File: src/rtl/acc_pkg.sv
// rtl/acc_pkg.sv - shared types and constants for the accelerator memory arbiter
package acc_pkg;

  localparam int ADDR_W = 16;
  localparam int DATA_W = 32;

  // Image layout in the shared memory: input image first, edge map after it.
  localparam int IMG_ROW_WORDS = 88;
  localparam int IMG_ROWS      = 288;
  localparam int IMG_OUT_BASE  = 25344;

  typedef enum logic [1:0] {
    IDLE    = 2'd0,
    LAUNCH  = 2'd1,
    RUN     = 2'd2,
    RECOVER = 2'd3
  } arb_state_t;

endpackage

File: src/rtl/acc_mem_arbiter_if.sv
// rtl/acc_mem_arbiter_if.sv - host, accelerator and memory signals of the arbiter
// slave  : arbiter side (takes host/accelerator requests, drives memory port)
// master : environment side (host, accelerator and memory models)
interface acc_mem_arbiter_if;
  import acc_pkg::*;

  logic              h_req;
  logic              h_we;
  logic [ADDR_W-1:0] h_addr;
  logic [DATA_W-1:0] h_wdata;
  logic              h_gnt;
  logic              h_rvalid;
  logic [DATA_W-1:0] h_rdata;
  logic              h_start;
  logic              h_busy;
  logic              h_done;
  logic              h_timeout;

  logic [ADDR_W-1:0] a_addr;
  logic [DATA_W-1:0] a_dataW;
  logic              a_en;
  logic              a_we;
  logic [DATA_W-1:0] a_dataR;
  logic              a_start;
  logic              a_finish;
  logic              a_reset;

  logic [ADDR_W-1:0] m_addr;
  logic [DATA_W-1:0] m_dataW;
  logic              m_en;
  logic              m_we;
  logic [DATA_W-1:0] m_dataR;

  modport slave (
    input  h_req, h_we, h_addr, h_wdata, h_start,
    input  a_addr, a_dataW, a_en, a_we, a_finish,
    input  m_dataR,
    output h_gnt, h_rvalid, h_rdata, h_busy, h_done, h_timeout,
    output a_dataR, a_start, a_reset,
    output m_addr, m_dataW, m_en, m_we
  );

  modport master (
    output h_req, h_we, h_addr, h_wdata, h_start,
    output a_addr, a_dataW, a_en, a_we, a_finish,
    output m_dataR,
    input  h_gnt, h_rvalid, h_rdata, h_busy, h_done, h_timeout,
    input  a_dataR, a_start, a_reset,
    input  m_addr, m_dataW, m_en, m_we
  );

endinterface

File: src/rtl/acc_watchdog.sv
// rtl/acc_watchdog.sv - job watchdog counter with terminal-count pulse
// clk, reset : clock, asynchronous active-high reset
// clr_i      : clear count (job launch)
// en_i       : count this cycle (job running)
// tc_o       : this enabled cycle brings the count to 2^TIMEOUT_W-1
module acc_watchdog #(
  parameter int TIMEOUT_W = 20
) (
  input  logic clk,
  input  logic reset,
  input  logic clr_i,
  input  logic en_i,
  output logic tc_o
);

  localparam logic [TIMEOUT_W-1:0] ONE     = {{(TIMEOUT_W-1){1'b0}}, 1'b1};
  localparam logic [TIMEOUT_W-1:0] LAST_TC = {{(TIMEOUT_W-1){1'b1}}, 1'b0};

  logic [TIMEOUT_W-1:0] cnt_q;

  always_ff @(posedge clk or posedge reset) begin
    if (reset) begin
      cnt_q <= '0;
    end else if (clr_i) begin
      cnt_q <= '0;
    end else if (en_i) begin
      cnt_q <= cnt_q + ONE;
    end
  end

  // Fire on the increment that reaches all-ones, so a job that never
  // finishes leaves RUN after exactly 2^TIMEOUT_W-1 RUN cycles.
  assign tc_o = en_i && (cnt_q == LAST_TC);

endmodule

File: src/rtl/acc_mem_arbiter.sv
// rtl/acc_mem_arbiter.sv - shares the image memory between host and accelerator and sequences jobs
// clk, reset : clock, asynchronous active-high reset
// bus        : host port (h_*), accelerator port (a_*), memory port (m_*)
module acc_mem_arbiter
  import acc_pkg::*;
#(
  parameter int TIMEOUT_W = 20
) (
  input  logic            clk,
  input  logic            reset,
  acc_mem_arbiter_if.slave bus
);

  arb_state_t state_q;
  logic       h_rvalid_q;
  logic       h_done_q;
  logic       h_timeout_q;
  logic       rst_q;
  logic       fin_q;     // last RECOVER was caused by a_finish, not the watchdog
  logic       wd_tc;

  acc_watchdog #(
    .TIMEOUT_W(TIMEOUT_W)
  ) u_watchdog (
    .clk   (clk),
    .reset (reset),
    .clr_i (state_q == LAUNCH),
    .en_i  (state_q == RUN),
    .tc_o  (wd_tc)
  );

  always_ff @(posedge clk or posedge reset) begin
    if (reset) begin
      state_q     <= IDLE;
      h_rvalid_q  <= 1'b0;
      h_done_q    <= 1'b0;
      h_timeout_q <= 1'b0;
      rst_q       <= 1'b0;
      fin_q       <= 1'b0;
    end else begin
      // Host reads are only granted in IDLE; data returns next cycle whatever the state.
      h_rvalid_q <= (state_q == IDLE) && bus.h_req && !bus.h_we;
      h_done_q   <= 1'b0;
      case (state_q)
        IDLE: begin
          if (bus.h_start) begin
            state_q     <= LAUNCH;
            h_timeout_q <= 1'b0;
          end
        end
        LAUNCH: begin
          state_q <= RUN;
        end
        RUN: begin
          // a_finish has priority over a coincident watchdog expiry.
          if (bus.a_finish) begin
            state_q <= RECOVER;
            rst_q   <= 1'b1;
            fin_q   <= 1'b1;
          end else if (wd_tc) begin
            state_q     <= RECOVER;
            rst_q       <= 1'b1;
            fin_q       <= 1'b0;
            h_timeout_q <= 1'b1;
          end
        end
        RECOVER: begin
          state_q  <= IDLE;
          rst_q    <= 1'b0;
          h_done_q <= fin_q;
        end
        default: begin
          state_q <= IDLE;
        end
      endcase
    end
  end

  // The accelerator has no stall input, so in LAUNCH/RUN it gets the port with no added latency.
  always_comb begin
    bus.m_addr  = bus.h_addr;
    bus.m_dataW = bus.h_wdata;
    bus.m_en    = 1'b0;
    bus.m_we    = 1'b0;
    bus.h_gnt   = 1'b0;
    case (state_q)
      IDLE: begin
        bus.m_en  = bus.h_req;
        bus.m_we  = bus.h_req && bus.h_we;
        bus.h_gnt = bus.h_req;
      end
      LAUNCH, RUN: begin
        bus.m_addr  = bus.a_addr;
        bus.m_dataW = bus.a_dataW;
        bus.m_en    = bus.a_en;
        bus.m_we    = bus.a_we;
      end
      default: begin
      end
    endcase
  end

  assign bus.a_dataR   = bus.m_dataR;
  assign bus.h_rdata   = bus.m_dataR;
  assign bus.h_rvalid  = h_rvalid_q;
  assign bus.h_done    = h_done_q;
  assign bus.h_timeout = h_timeout_q;
  assign bus.h_busy    = (state_q != IDLE);
  assign bus.a_start   = (state_q == LAUNCH);
  assign bus.a_reset   = reset | rst_q;

endmodule
File: src/flat_wrapper.sv
// flat-port wrapper written by rule: the top's interface ports become plain ports
module acc_mem_arbiter_flat import acc_pkg::*;
#(
  parameter int TIMEOUT_W = 20
)
  (clk, reset, bus_h_req, bus_h_we, bus_h_addr, bus_h_wdata, bus_h_start, bus_a_addr, bus_a_dataW, bus_a_en, bus_a_we, bus_a_finish, bus_m_dataR, bus_h_gnt, bus_h_rvalid, bus_h_rdata, bus_h_busy, bus_h_done, bus_h_timeout, bus_a_dataR, bus_a_start, bus_a_reset, bus_m_addr, bus_m_dataW, bus_m_en, bus_m_we);
  acc_mem_arbiter_if bus_i ();
  input  logic clk;
  input  logic reset;
  input wire logic [$bits(bus_i.h_req)-1:0] bus_h_req;
  input wire logic [$bits(bus_i.h_we)-1:0] bus_h_we;
  input wire logic [$bits(bus_i.h_addr)-1:0] bus_h_addr;
  input wire logic [$bits(bus_i.h_wdata)-1:0] bus_h_wdata;
  input wire logic [$bits(bus_i.h_start)-1:0] bus_h_start;
  input wire logic [$bits(bus_i.a_addr)-1:0] bus_a_addr;
  input wire logic [$bits(bus_i.a_dataW)-1:0] bus_a_dataW;
  input wire logic [$bits(bus_i.a_en)-1:0] bus_a_en;
  input wire logic [$bits(bus_i.a_we)-1:0] bus_a_we;
  input wire logic [$bits(bus_i.a_finish)-1:0] bus_a_finish;
  input wire logic [$bits(bus_i.m_dataR)-1:0] bus_m_dataR;
  output wire logic [$bits(bus_i.h_gnt)-1:0] bus_h_gnt;
  output wire logic [$bits(bus_i.h_rvalid)-1:0] bus_h_rvalid;
  output wire logic [$bits(bus_i.h_rdata)-1:0] bus_h_rdata;
  output wire logic [$bits(bus_i.h_busy)-1:0] bus_h_busy;
  output wire logic [$bits(bus_i.h_done)-1:0] bus_h_done;
  output wire logic [$bits(bus_i.h_timeout)-1:0] bus_h_timeout;
  output wire logic [$bits(bus_i.a_dataR)-1:0] bus_a_dataR;
  output wire logic [$bits(bus_i.a_start)-1:0] bus_a_start;
  output wire logic [$bits(bus_i.a_reset)-1:0] bus_a_reset;
  output wire logic [$bits(bus_i.m_addr)-1:0] bus_m_addr;
  output wire logic [$bits(bus_i.m_dataW)-1:0] bus_m_dataW;
  output wire logic [$bits(bus_i.m_en)-1:0] bus_m_en;
  output wire logic [$bits(bus_i.m_we)-1:0] bus_m_we;
  assign bus_i.h_req = bus_h_req;
  assign bus_i.h_we = bus_h_we;
  assign bus_i.h_addr = bus_h_addr;
  assign bus_i.h_wdata = bus_h_wdata;
  assign bus_i.h_start = bus_h_start;
  assign bus_i.a_addr = bus_a_addr;
  assign bus_i.a_dataW = bus_a_dataW;
  assign bus_i.a_en = bus_a_en;
  assign bus_i.a_we = bus_a_we;
  assign bus_i.a_finish = bus_a_finish;
  assign bus_i.m_dataR = bus_m_dataR;
  assign bus_h_gnt = bus_i.h_gnt;
  assign bus_h_rvalid = bus_i.h_rvalid;
  assign bus_h_rdata = bus_i.h_rdata;
  assign bus_h_busy = bus_i.h_busy;
  assign bus_h_done = bus_i.h_done;
  assign bus_h_timeout = bus_i.h_timeout;
  assign bus_a_dataR = bus_i.a_dataR;
  assign bus_a_start = bus_i.a_start;
  assign bus_a_reset = bus_i.a_reset;
  assign bus_m_addr = bus_i.m_addr;
  assign bus_m_dataW = bus_i.m_dataW;
  assign bus_m_en = bus_i.m_en;
  assign bus_m_we = bus_i.m_we;
  acc_mem_arbiter #(.TIMEOUT_W(TIMEOUT_W)) u_core (.clk(clk), .reset(reset), .bus(bus_i));
endmodule
File: config.mk
export PLATFORM = sky130hd
export DESIGN_NAME = acc_mem_arbiter_flat
export DESIGN_NICKNAME = d
export VERILOG_FILES = /design/src/rtl/acc_pkg.sv /design/src/rtl/acc_mem_arbiter_if.sv /design/src/rtl/acc_watchdog.sv /design/src/rtl/acc_mem_arbiter.sv /design/src/flat_wrapper.sv
export SDC_FILE = /design/constraint.sdc
export NUM_CORES = 1
export LEC_CHECK = 0
export CAP_MARGIN = 20
export CORE_AREA = 5 5 104 106
export CTS_CLUSTER_SIZE = 30
export DETAILED_ROUTE_END_ITERATION = 8
export DIE_AREA = 0 0 109 111
export PLACE_DENSITY = 0.77
export SLEW_MARGIN = 20
export SYNTH_ARGS = -nofsm -noshare
export SYNTH_HDL_FRONTEND = slang
export SYNTH_SLANG_ARGS = --single-unit
File: constraint.sdc
create_clock -name clk -period 2.06 [get_ports clk]
set_input_delay 0.412 -clock clk [delete_from_list [all_inputs] [get_ports clk]]
set_output_delay 0.412 -clock clk [all_outputs]
set_load 0.05 [all_outputs]
==> impl_metrics.py <==
metrics = {
    "status": {
        "run_status": "finished with violations",
        "failed_checks": "setup timing",
    },
    "setup_path": {
        "worst_setup_path_start_kind": "flip-flop",
        "cpPeakStageDelay_ns": 0.38,
        "cpLargestDelayFamily": "buffers and inverters",
        "worst_r2r_endpoint": "u_core.u_watchdog.cnt_q[9]$_DFFE_PP0N_",
        "worstPathCellList": "inv_2, ha_4, buf_12, buf_16, mux2_4, buf_8",
        "reg2reg_from": "u_core.state_q[0]$_DFFE_PP0P_",
        "cp.required_ns": 1.65,
        "cp-endpoint": "bus_m_dataW[30]",
        "worst-path-buf-inv": 4,
        "critical_path_class": "reg2out",
        "setup.worst_path.end_class": "output port",
        "reg2regPathDepth": 9,
        "crit_path_start": "u_core.state_q[0]$_DFFE_PP0P_",
        "worst-path-stages": 6,
        "crit_slowest_cell": "sky130_fd_sc_hd__dfrtp_1",
        "arrival_ns": 1.80,
        "rrSetupSlack_ns": -0.01,
        "cp_max_fo": 6,
    },
    "clock_network": {
        "clk-insertion-delay-late_ns": 0.27,
        "cts.hold.buffers_added": 0,
        "cts_tree": "yes",
        "cts_root_buf": "sky130_fd_sc_hd__clkbuf_8",
        "tritoncts.num_buffers": 3,
        "path_clk_slew_ns": 0.10,
        "maximum_buffer_depth_of_the_clock_tree": 2,
        "cts.htree.levels": 1,
        "number_of_clock_sinks": 27,
    },
    "detailed_routing": {
        "route.vias.total": 2417,
        "drt_pass1_iterations": 4,
        "route.detailed.wl_per_inst_um": 18.6,
        "antenna_violating_nets_post_route": 0,
        "drt_iter0_drc": 62,
        "vias_per_cell": 4.67,
        "drt_wl_total_mm": 9.62,
        "drc": 0,
    },
    "sta": {
        "worst_slew_pin_slew_ns": 0.514,
        "worst_clock_skew_ns": 0.00772,
        "timing.final.hold_violations": 0,
        "worst_slack_ns": -0.152,
        "grt_setup_unrepaired": "true",
        "drv_slew": 0,
        "post-route-min-period_ns": 2.21,
        "slew_headroom_pct": 65.6,
        "period_share_pct": 107,
        "tns_ns": -4.76,
        "achievable-frequency_mhz": 452,
        "number_of_setup_violations_in_the_final_report": 49,
        "final.hold.worst_slack_ns": 0.499,
    },
    "placed_design": {
        "dpl.cell_count": 506,
        "global_placer_s_final_weighted_congestion": 0.852,
        "placedInstanceArea_sq_um": 3810,
        "hpwlAfterDp_mm": 7.25,
        "pre_cts_slack_ns": 0.0747,
        "portBuffers": 160,
    },
    "logic_synthesis": {
        "netlist_top_cells_area": "sky130_fd_sc_hd__dfrtp_1 26%, sky130_fd_sc_hd__mux2_2 22%, sky130_fd_sc_hd__buf_4 19%, sky130_fd_sc_hd__ha_1 2.9%, sky130_fd_sc_hd__nand2_1 2.2%",
        "synthMostInstantiatedCell": "sky130_fd_sc_hd__buf_4",
        "synth_common_cells": "65 x sky130_fd_sc_hd__buf_4, 50 x sky130_fd_sc_hd__mux2_2, 27 x sky130_fd_sc_hd__dfrtp_1, 15 x sky130_fd_sc_hd__nand2_1, 14 x sky130_fd_sc_hd__nor2_1",
        "synth-compound-area-share_pct": 7.54,
        "ys.warnings.count": 0,
        "synthDominantAreaCellType": "sky130_fd_sc_hd__dfrtp_1",
        "synth-xor-area-share_pct": 2.40,
        "post_synth_mux_area_share_pct": 22.4,
        "synth.cell_area_sq_um": 2550,
        "postSynthAreaPerCell_sq_um": 9.12,
        "combinational_family_with_the_most_area_after_synthesis": "multiplexers",
        "synth_top_area_share_pct": 26.4,
        "count_of_mapped_cells_out_of_synthesis": 280,
        "synth.ff_latch_count": 27,
        "synth_seq_area_share_pct": 26.4,
        "synth_adder_area_share_pct": 2.94,
        "synth-edff-count": 0,
        "async_flop_share_pct": 100,
        "synth.distinct_cells": 41,
        "syn-num-nets": 422,
        "yosys.area_share.simple_pct": 16.0,
        "yosys_most_used_dff": "sky130_fd_sc_hd__dfrtp_1",
    },
    "die": {
        "die_h_um": 111,
        "initial_utilization_pct": 26.4,
        "dieArea_sq_um": 12100,
        "core-area_sq_um": 9680,
        "placementRows": 36,
        "die_w_um": 109,
        "io_pins": 257,
    },
    "layout": {
        "diodes": 0,
        "final_area_sq_um": 4440,
        "syn2layout_area_growth_pct": 73.9,
        "fin_cells": 518,
        "finalNetCount": 528,
        "post_route_cells_drive_above_1_share_pct": 36.1,
    },
    "min_path": {
        "hp-class": "reg2reg",
    },
    "power_and_ir_drop": {
        "power_per_cell_area_nw_per_um2": 1910,
        "irDropWorstVdd_v": 0.00148,
        "power.leakage_nw": 1.96,
    },
    "run": {
        "maxCapViolations": 0,
    },
    "global_route": {
        "track_usage_pct": 15.4,
        "number_of_antenna_violations_at_the_first_check_in_global_routing": 0,
        "grt_max_degree": 28,
        "globalRoute.totalOverflow": 0,
        "first_global_vias": 2636,
        "first_pass_grt_wire_length_mm": 14.8,
    },
}
## repair_timing
item | in CTS | in global routing
setup endpoints to repair | 50 | 56
pin swaps | 2 | 3
setup buffers | 5 | 2
gates cloned | 3 | 0
resized for setup | 99 | 27
## through the flow
stage / utilization, % / power [mW]
after CTS: 45.1 / 8.34
after global routing: 45.9 / 8.83
final: 45.9 / 8.49
after detailed placement: 39.3 / 6.39
after floorplan: - / 4.91
after global placement: 39.3 / 6.32
## worst reg2reg max path, stage by stage (launching register included)
cell,delay [ns]
sky130_fd_sc_hd__dfrtp_1,0.38
sky130_fd_sc_hd__inv_2,0.07
sky130_fd_sc_hd__ha_4,0.34
sky130_fd_sc_hd__buf_12,0.13
sky130_fd_sc_hd__buf_16,0.12
sky130_fd_sc_hd__buf_8,0.09
sky130_fd_sc_hd__nand4_1,0.22
sky130_fd_sc_hd__nor4_2,0.38
sky130_fd_sc_hd__xnor2_1,0.15
sky130_fd_sc_hd__nor2_1,0.06
## report_power, final
group / switching, mW / internal (mW)
sequential: 0.0912 / 0.618
combinational: 4.00 / 3.49
clock: 0.168 / 0.136
## metal layers
| metal | GRT usage, % | share of wire, % | wire length, um | vias up |
|---|---|---|---|---|
| met2 | 28.3 | 54 | 5220 | 116 |
| li1 | - | - | - | 1129 |
| met1 | 16.9 | 35 | 3350 | 1163 |
| met4 | 1.94 | 0.79 | 76 | 0 |
| met5 | 0 | 0 | 0 | - |
| met3 | 6.06 | 10 | 970 | 9 |
## layout make-up
cell class / instances / area, sq um
clock inverter: 1 / 5.00
multi-input combinational: 167 / 1540
inverter: 11 / 41.3
tap: 133 / 166
clock buffer: 3 / 41.3
timing repair buffer: 176 / 1970
fill: 891 / 5240
sequential: 27 / 676
## placed cells by master (no fill, tap or decap), types with 7 or more instances in the layout
master                            instances
sky130_fd_sc_hd__clkdlybuf4s50_1        106
sky130_fd_sc_hd__mux2_4                  47
sky130_fd_sc_hd__buf_6                   32
sky130_fd_sc_hd__dfrtp_1                 27
sky130_fd_sc_hd__buf_8                   17
sky130_fd_sc_hd__nand2_1                 13
sky130_fd_sc_hd__nor2_1                  13
sky130_fd_sc_hd__buf_4                   11
sky130_fd_sc_hd__inv_1                    9
sky130_fd_sc_hd__o21ai_0                  9
sky130_fd_sc_hd__nand3_1                  8
sky130_fd_sc_hd__buf_12                   8
sky130_fd_sc_hd__a21oi_1                  7
## cell families after synthesis
| kind of cell | Yosys count |
|---|---|
| mux | 51 |
| fa+ha+maj | 6 |
| xor+xnor | 7 |
| compound gates | 31 |
| flops | 27 |
| simple gates | 72 |
| buf+inv | 86 |
## worst min-delay path by stage
| stage | start | to | slack [ns] | cells past startpoint |
|---|---|---|---|---|
| after floorplan | u_core.fin_q$_DFFE_PP0P_ | u_core.bus.h_done$_DFF_PP0_ | 0.45 | 1 |
| after global placement | u_core.fin_q$_DFFE_PP0P_ | u_core.bus.h_done$_DFF_PP0_ | 0.47 | 1 |
| after detailed placement | u_core.fin_q$_DFFE_PP0P_ | u_core.bus.h_done$_DFF_PP0_ | 0.48 | 1 |
| after CTS | u_core.fin_q$_DFFE_PP0P_ | u_core.bus.h_done$_DFF_PP0_ | 0.50 | 1 |
| after global routing | u_core.fin_q$_DFFE_PP0P_ | u_core.bus.h_done$_DFF_PP0_ | 0.53 | 1 |
| final | u_core.fin_q$_DFFE_PP0P_ | u_core.bus.h_done$_DFF_PP0_ | 0.50 | 1 |
## state kept, by name, summed over array words and instances (netlist names)
| register | count |
|---|---|
| u_core.bus.h_timeout | 1 |
| u_core.fin_q | 1 |
| u_core.u_watchdog.cnt_q | 20 |
| u_core.bus.h_done | 1 |
| u_core.state_q | 2 |
| u_core.bus.h_rvalid | 1 |
| u_core.rst_q | 1 |
Power figures use the tool's default switching activity.
